==> src/rtl/ram_fifo_pkg.sv <==
// Shared constants and helpers for the RAM-backed FIFO.
package ram_fifo_pkg;

  localparam int FIFO_ADDR_WIDTH_DEFAULT = 8;
  localparam int FIFO_DATA_WIDTH_DEFAULT = 8;

  // Pointers carry one extra wrap bit so full and empty can be told apart.
  function automatic int ptr_width(input int addr_width);
    return addr_width + 1;
  endfunction

endpackage

==> src/rtl/ram_dualport.sv <==
// True dual-port RAM with registered read on both ports; contents are never cleared.
module ram_dualport #(
  parameter int ADDR_WIDTH = 8,
  parameter int DATA_WIDTH = 8
) (
  input  logic                  in_clk,
  input  logic                  in_wr_a,
  input  logic [ADDR_WIDTH-1:0] in_addr_a,
  input  logic [DATA_WIDTH-1:0] in_data_a,
  output logic [DATA_WIDTH-1:0] out_data_a,
  input  logic                  in_wr_b,
  input  logic [ADDR_WIDTH-1:0] in_addr_b,
  input  logic [DATA_WIDTH-1:0] in_data_b,
  output logic [DATA_WIDTH-1:0] out_data_b
);

  logic [DATA_WIDTH-1:0] mem [2**ADDR_WIDTH];
  logic [DATA_WIDTH-1:0] data_a_q;
  logic [DATA_WIDTH-1:0] data_b_q;

  always_ff @(posedge in_clk) begin
    if (in_wr_a) mem[in_addr_a] <= in_data_a;
    if (in_wr_b) mem[in_addr_b] <= in_data_b;
    data_a_q <= mem[in_addr_a];
    data_b_q <= mem[in_addr_b];
  end

  assign out_data_a = data_a_q;
  assign out_data_b = data_b_q;

endmodule

==> src/rtl/ram_fifo.sv <==
// Synchronous FIFO on a dual-port RAM with one-cycle read latency.
// Define RAM_FIFO_ERR_FLAGS_EN to add sticky overflow/underflow flags.
module ram_fifo
  import ram_fifo_pkg::*;
#(
  parameter int FIFO_ADDR_WIDTH = FIFO_ADDR_WIDTH_DEFAULT,
  parameter int FIFO_DATA_WIDTH = FIFO_DATA_WIDTH_DEFAULT
) (
  input  logic                       in_clk,
  input  logic                       in_rst_n,
  input  logic                       in_wr_en,
  input  logic [FIFO_DATA_WIDTH-1:0] in_wr_data,
  input  logic                       in_rd_en,
  output logic [FIFO_DATA_WIDTH-1:0] out_rd_data,
  output logic                       out_rd_valid,
  output logic                       out_full,
  output logic                       out_empty,
  output logic [FIFO_ADDR_WIDTH:0]   out_count
`ifdef RAM_FIFO_ERR_FLAGS_EN
  ,
  input  logic                       in_clr_err,
  output logic                       out_overflow,
  output logic                       out_underflow
`endif
);

  localparam int PW = ptr_width(FIFO_ADDR_WIDTH);

  logic [PW-1:0] wr_ptr_q, wr_ptr_d;
  logic [PW-1:0] rd_ptr_q, rd_ptr_d;
  logic [PW-1:0] count_q, count_d;
  logic          full_q, full_d;
  logic          empty_q, empty_d;
  logic          rd_valid_q;
  logic          push, pop;
  logic [FIFO_DATA_WIDTH-1:0] unused_rdata_a;

  // Acceptance depends only on registered flags, so there is no fall-through.
  assign push = in_wr_en & ~full_q;
  assign pop  = in_rd_en & ~empty_q;

  always_comb begin
    wr_ptr_d = wr_ptr_q;
    rd_ptr_d = rd_ptr_q;
    count_d  = count_q;
    if (push) wr_ptr_d = wr_ptr_q + PW'(1);
    if (pop)  rd_ptr_d = rd_ptr_q + PW'(1);
    case ({push, pop})
      2'b10:   count_d = count_q + PW'(1);
      2'b01:   count_d = count_q - PW'(1);
      default: count_d = count_q;
    endcase
    full_d  = (wr_ptr_d[FIFO_ADDR_WIDTH-1:0] == rd_ptr_d[FIFO_ADDR_WIDTH-1:0]) &&
              (wr_ptr_d[FIFO_ADDR_WIDTH] != rd_ptr_d[FIFO_ADDR_WIDTH]);
    empty_d = (wr_ptr_d == rd_ptr_d);
  end

  always_ff @(posedge in_clk or negedge in_rst_n) begin
    if (!in_rst_n) begin
      wr_ptr_q   <= '0;
      rd_ptr_q   <= '0;
      count_q    <= '0;
      full_q     <= 1'b0;
      empty_q    <= 1'b1;
      rd_valid_q <= 1'b0;
    end else begin
      wr_ptr_q   <= wr_ptr_d;
      rd_ptr_q   <= rd_ptr_d;
      count_q    <= count_d;
      full_q     <= full_d;
      empty_q    <= empty_d;
      rd_valid_q <= pop;
    end
  end

  ram_dualport #(
    .ADDR_WIDTH(FIFO_ADDR_WIDTH),
    .DATA_WIDTH(FIFO_DATA_WIDTH)
  ) u_ram (
    .in_clk    (in_clk),
    .in_wr_a   (push),
    .in_addr_a (wr_ptr_q[FIFO_ADDR_WIDTH-1:0]),
    .in_data_a (in_wr_data),
    .out_data_a(unused_rdata_a),
    .in_wr_b   (1'b0),
    .in_addr_b (rd_ptr_q[FIFO_ADDR_WIDTH-1:0]),
    .in_data_b ('0),
    .out_data_b(out_rd_data)
  );

  assign out_rd_valid = rd_valid_q;
  assign out_full     = full_q;
  assign out_empty    = empty_q;
  assign out_count    = count_q;

`ifdef RAM_FIFO_ERR_FLAGS_EN
  logic overflow_q, overflow_d;
  logic underflow_q, underflow_d;

  // A refusal in the same cycle as a clear keeps the flag set.
  always_comb begin
    overflow_d  = overflow_q;
    underflow_d = underflow_q;
    if (in_clr_err) begin
      overflow_d  = 1'b0;
      underflow_d = 1'b0;
    end
    if (in_wr_en && full_q)  overflow_d  = 1'b1;
    if (in_rd_en && empty_q) underflow_d = 1'b1;
  end

  always_ff @(posedge in_clk or negedge in_rst_n) begin
    if (!in_rst_n) begin
      overflow_q  <= 1'b0;
      underflow_q <= 1'b0;
    end else begin
      overflow_q  <= overflow_d;
      underflow_q <= underflow_d;
    end
  end

  assign out_overflow  = overflow_q;
  assign out_underflow = underflow_q;
`endif

endmodule

==> config.mk <==
export PLATFORM = sky130hd
export DESIGN_NAME = ram_fifo
export DESIGN_NICKNAME = d
export VERILOG_FILES = /design/src/rtl/ram_fifo_pkg.sv /design/src/rtl/ram_dualport.sv /design/src/rtl/ram_fifo.sv
export SDC_FILE = /design/constraint.sdc
export NUM_CORES = 2
export LEC_CHECK = 0
export ABC_AREA = 1
export BUFFER_PORTS_ARGS = -buffer_cell sky130_fd_sc_hd__buf_2
export CELL_PAD_IN_SITES_DETAIL_PLACEMENT = 0
export CELL_PAD_IN_SITES_GLOBAL_PLACEMENT = 1
export CORE_MARGIN = 2
export CORE_UTILIZATION = 45
export CTS_BUF_LIST = sky130_fd_sc_hd__clkbuf_4 sky130_fd_sc_hd__clkbuf_8 sky130_fd_sc_hd__clkbuf_16
export DETAILED_ROUTE_END_ITERATION = 6
export HOLD_SLACK_MARGIN = 0.02
export PLACE_DENSITY = 0.82
export SYNTH_ARGS = -nofsm -noshare
export SYNTH_HDL_FRONTEND = slang
export SYNTH_SLANG_ARGS = --single-unit
==> constraint.sdc <==
create_clock -name in_clk -period 3 [get_ports in_clk]
set_clock_uncertainty 0.15 [all_clocks]
set_input_delay 0.15 -clock in_clk [delete_from_list [all_inputs] [get_ports in_clk]]
set_output_delay 0.15 -clock in_clk [all_outputs]
set_load 0.02 [all_outputs]
* Word-level counts from Yosys, hierarchy flattened
Memory sizes are Yosys's and may differ from the RTL's. A register that Yosys moved wholly into a read port is not among the register bits. Cells that the tools add are included. Widths: inputs -> output; s select.
Operators by class: add/subtract/negate cells 4, equality and inequality tests 5, mux-type cells 5, bitwise logic cells 4, reductions and logical operators 2
Operators with widths (count):
- $add 9x1->9 const B | 3
- $mux 9 | 2
- $pmux 9 s2 | 1
- $eq 9x9->1 | 1
- $sub 9x1->9 const B | 1
- $eq 8x8->1 | 1
- $and 1x1->1 | 2
- $eq 2x1->1 const B | 1
- $eq 2x2->1 const B | 1
- $mux 1 | 2
- $not 1->1 | 2
- $reduce_bool 2->1 | 1
- $logic_and 1x1->1 | 1
- $ne 1x1->1 | 1
Storage, ports and cells: register bits 30, bits in writable memories 2048, output and inout port bits 20, logic and storage cells 27, memories 1
Memory list:
- u_ram.mem | depth 256, bits a word 8, read ports 1, clocked after Yosys merged registers in 1, wr ports 1, RTL line ram_dualport.sv:17 | logic [DATA_WIDTH-1:0] mem [2**ADDR_WIDTH];

* Longest topological paths before layout
depth in word-level cells 5, mapped depth 19, mapped depth without buffers 17

* Modules after synthesis
A second synthesis with hierarchy kept.
Second synthesis, totals: cell total of the unflattened synthesis 18861, area total of the unflattened synthesis 132429.5 um2
By module, submodules not included:
- ram_dualport | times used 1, cells an instance 18512, area each 130290.0 um2, seq. area each 61819.3 um2
- ram_fifo | times used 1, cells an instance 349, area each 2139.6 um2, seq. area each 752.0 um2

* Worst setup path before layout
OpenSTA, ideal clock, no wires.
kind register to register, start reg empty_q, in the netlist out_empty, end reg count_q[6], in the netlist out_count[6], library setup time 0.118 ns, arrival time 2.133 ns, setup slack 0.600 ns, cell stages (with the launch flop) 14, buffers on the path 1, clock period less this slack 2.400 ns, path through dfstp_2 > nor2_2 > ha_1 > buf_2 > xor2_1 > ha_1 > inv_1 > nand2_1 > a21oi_1 > nor2_1 > o21bai_1 > nand3_1 > nand3_1 > nand2_1
On the way: longest elaborated chain between the ends 4, elaborated cells on any way between the ends 6, classes of those cells eq/ne (2); mux (1); bitwise (2); reduce/logical (1)
Ends and longest elaborated chain:
- from (decl) | RTL line ram_fifo.sv:33 | logic empty_q, empty_d;
- from (signal assigned) | RTL line ram_fifo.sv:71 | empty_q <= empty_d;
- $not 1->1 * | RTL line ram_fifo.sv:40 | assign pop = in_rd_en & ~empty_q;
- $and 1x1->1 * | RTL line ram_fifo.sv:40
- via pop | RTL line ram_fifo.sv:35 | logic push, pop;
- $eq 2x1->1 / $eq 2x2->1 (equally long branches) | RTL line ram_fifo.sv:48 | case ({push, pop})
- $pmux 9 s2 / $reduce_bool 2->1 (equally long branches)
- to (signal assigned) | RTL line ram_fifo.sv:69 | count_q <= count_d;
- to (decl) | RTL line ram_fifo.sv:31 | logic [PW-1:0] count_q, count_d;
Mark *: on every way through the listed nets, which the timed path passes. The rest lies on a longest branch. A chain may end at the register's enable or synchronous reset.

==> metrics.txt <==
Slowest-stage cell, CP dfrtp_4; setup TNS 0 ns; DR pass1 iterations 7; met3 Resource Use GR 3.95%; Synth area leader edfxtp_1; initial core utilization 45.2%; syn_nets 7,840; H-tree levels 4; Synthesis Warnings 0; Post-Syn Instances 7,820; Worst Hold Class in2reg; Post-Route WL 240 mm; RSZ-0062 raised after global routing true; Die ar. 196,000 um^2; Avg Inst Size Synth 11.1 um^2; Gate power share 32.3%; fin. max-slew vios 0; status finished with violations; CP Cell Sequence clkinv_16, buf_12, buf_12, buf_4, nand2_1, nand3_1, nand3_1, nand3_1, nand3_1, nand2_1, nand2_1, nand3_1, nand3_2, nand2_1; Setup-failing EPs final 0; Slew Limit Headroom 40.7%; Via density 5.51; CP dominant cell by count nand3_1; minimum clock period 2.96 ns; WL/cell 22.2 um; Die Y 443 um; CP Launch Type flip-flop; worst-margin pin slew 0.887 ns; Total GRT Usage 24.0%; Worst VDD drop 0.768 mV; Buffers on Ports 31; Worst Setup End Kind flip-flop; Lkg Pwr 38.0 nW; Initial DRC Count 7,657; # DRC 1; # fillers 16,307; largest net degree at the start of global routing 103; grt met1 use 33.6%; area of the core 192,000 um^2; Area growth syn-to-layout 15.4%; CP peak stage delay 0.58 ns; routed vias 59,651; switching portion of total power 36.2%; GR peak layer met2; first-pass GRT wire length 359 mm; final net count 8,141; GPL Wtd Cong 0.902; Area contributors post-synth edfxtp_1 71%, nand2_1 11%, nand3_1 8.2%; max_cap viols 0; sequential share of power 37.9%; maximum fanout along the worst path 40; detailed-placement wirelength estimate 146 mm; failing checks DRC; top cell type's share of synthesized area 70.9%; CTS root buf clkbuf_16; crit share post-route 98.6%; CP required 3.63 ns; fmax 338 MHz; Die Width 443 um; Critical Path AT 3.59 ns; clk_lat worst skew 0.85 ns; Post-Place Cells 10,420; Overflow after GRT 0; CTS tree built; IO Count 32; Mapped Area 86,800 um^2; initial antenna violation count 4; final core utilization 52.1%; commonest non-fill, non-tap cell in the layout nand2_1; Hold Vio Cnt, Final 0; row cnt 161; Clk pin slew, worst setup/hold paths 0.06 ns; P_sw 31.6 mW; commonest non-fill, non-tap cells in the layout 2,490 x nand2_1, 2,048 x edfxtp_1, 1,409 x nand3_1, 622 x nor2_1, 434 x buf_4; Antenna Nets Post-Route 0; filler-free cell count of the finished design 10,829; met2 Use GR 37.9%; P per Cell Area 871 nW/um^2; CTS Buf Count 210; WS Path Type reg2reg; maximum buffer depth of the clock tree 3; Seq cells post-synth 2,086; fraction of layout cells with a size suffix above 1 11.1%; vias in the first global route 56,880; clk sinks 2,086; Int Pwr 55.7 mW; Synth cell types 32; register area share after synthesis 71.9%; Clk pwr share 29.9%
==> layout make-up <==
| class | instances | area (um^2) | area share (%) |
|---|---|---|---|
| Inverter | 412 | 1590 | 1.59 |
| Sequential cell | 2086 | 62400 | 62.3 |
| Clock buffer | 266 | 5760 | 5.75 |
| Multi-Input combinational cell | 4847 | 20700 | 20.7 |
| Timing Repair Buffer | 564 | 5330 | 5.32 |
| Clock inverter | 127 | 1170 | 1.17 |
| Tap cell | 2526 | 3160 | 3.16 |
| Antenna cell | 1 | 2.50 | 0.00250 |
==> worst max-delay path, delay by kind of cell, from the launching register on <==
kind,cells,cell delay (ns)
DFF,1,0.58
and+or+nand+nor,10,1.32
buffers and inverters,4,0.78
==> power groups by stage <==
stage | Clock, mW | Sequential, mW | Combinational, mW
after global routing | 27.5 | 33.1 | 30.5
after CTS | 26.4 | 33.0 | 27.8
after global placement | 0 | 33.6 | 27.5
after floorplan | 0 | 33.5 | 16.5
final | 26.1 | 33.0 | 28.2
after detailed placement | 0 | 33.6 | 27.7
==> kinds of logic (layout without fill, tap and decap cells) <==
family / Yosys count / count (layout) / share of synthesized area, %
flip-flops: 2086 / 2086 / 71.9
AO/OA/AOI/OAI: 259 / 259 / 1.62
other: 0 / 1 / 0
AND/OR/NAND/NOR: 4552 / 4552 / 21.8
XOR/XNOR: 28 / 28 / 0.283
buffers and inverters: 887 / 1369 / 4.31
adder cells (fa/ha/maj): 8 / 8 / 0.115
==> timing repair <==
item                                    in CTS  in global routing
endpoints found under the hold margin     2092                  0
gates resized for setup                      2                  7
setup buffers                                0                  2
hold buffers                                13                  0
endpoints found under the setup margin       3                  7
==> registers in the layout (all words and copies together) (netlist names) <==
name              count
out_full              1
out_empty             1
u_ram.mem          2048
u_ram.out_data_b      8
out_rd_valid          1
rd_ptr_q              9
out_count             9
wr_ptr_q              9
==> layer usage <==
metal | wire [um] | up-vias | part of all wire [%]
met5 | 13 | - | 0.0054
met1 | 98500 | 29113 | 41
li1 | - | 27292 | -
met2 | 112000 | 2819 | 47
met4 | 8800 | 2 | 3.7
met3 | 20900 | 425 | 8.7
==> Yosys cell counts (all sizes together) <==
library cell / instances
dfxtp: 8
a21oi: 30
o21bai: 1
o22ai: 2
nor2: 626
a21boi: 2
nor3: 6
o21ai: 183
xor2: 19
ha: 8
nand4: 2
or2: 1
clkbuf: 142
buf: 333
nand3: 1422
inv: 407
and2: 1
o31ai: 2
xnor2: 9
edfxtp: 2048
clkinv: 5
nand2: 2494
dfstp: 1
dfrtp: 29
o211ai: 39
==> final timing paths <==
check                               from             endpoint  slack (ns)  depth (start not counted)
setup reg to reg             rd_ptr_q[0]  u_ram.out_data_b[5]        0.04                         14
min in group asynchronous       in_rst_n            out_empty        0.35                          3
max in group asynchronous       in_rst_n          rd_ptr_q[1]        2.09                          4
hold / removal             in_wr_data[3]    u_ram.mem[188][3]        0.14                          2
hold reg to reg              wr_ptr_q[8]          wr_ptr_q[8]        0.36                          1
setup / recovery             rd_ptr_q[0]  u_ram.out_data_b[5]        0.04                         14
==> through the flow <==
step / instance area [um^2] / total power [mW] / hold slack (ns) / setup slack [ns]
floorplan: 86800 / 50.0 / -0.296 / 0.600
global placement: 93000 / 61.1 / 0.125 / -0.126
detailed placement: 93000 / 61.3 / 0.133 / -0.173
CTS: 100000 / 87.2 / 0.0924 / 0.00762
global route: 100000 / 91.0 / 0.121 / -0.000665
finish: 100000 / 87.3 / 0.139 / 0.0413
Power figures use the tool's default switching activity.
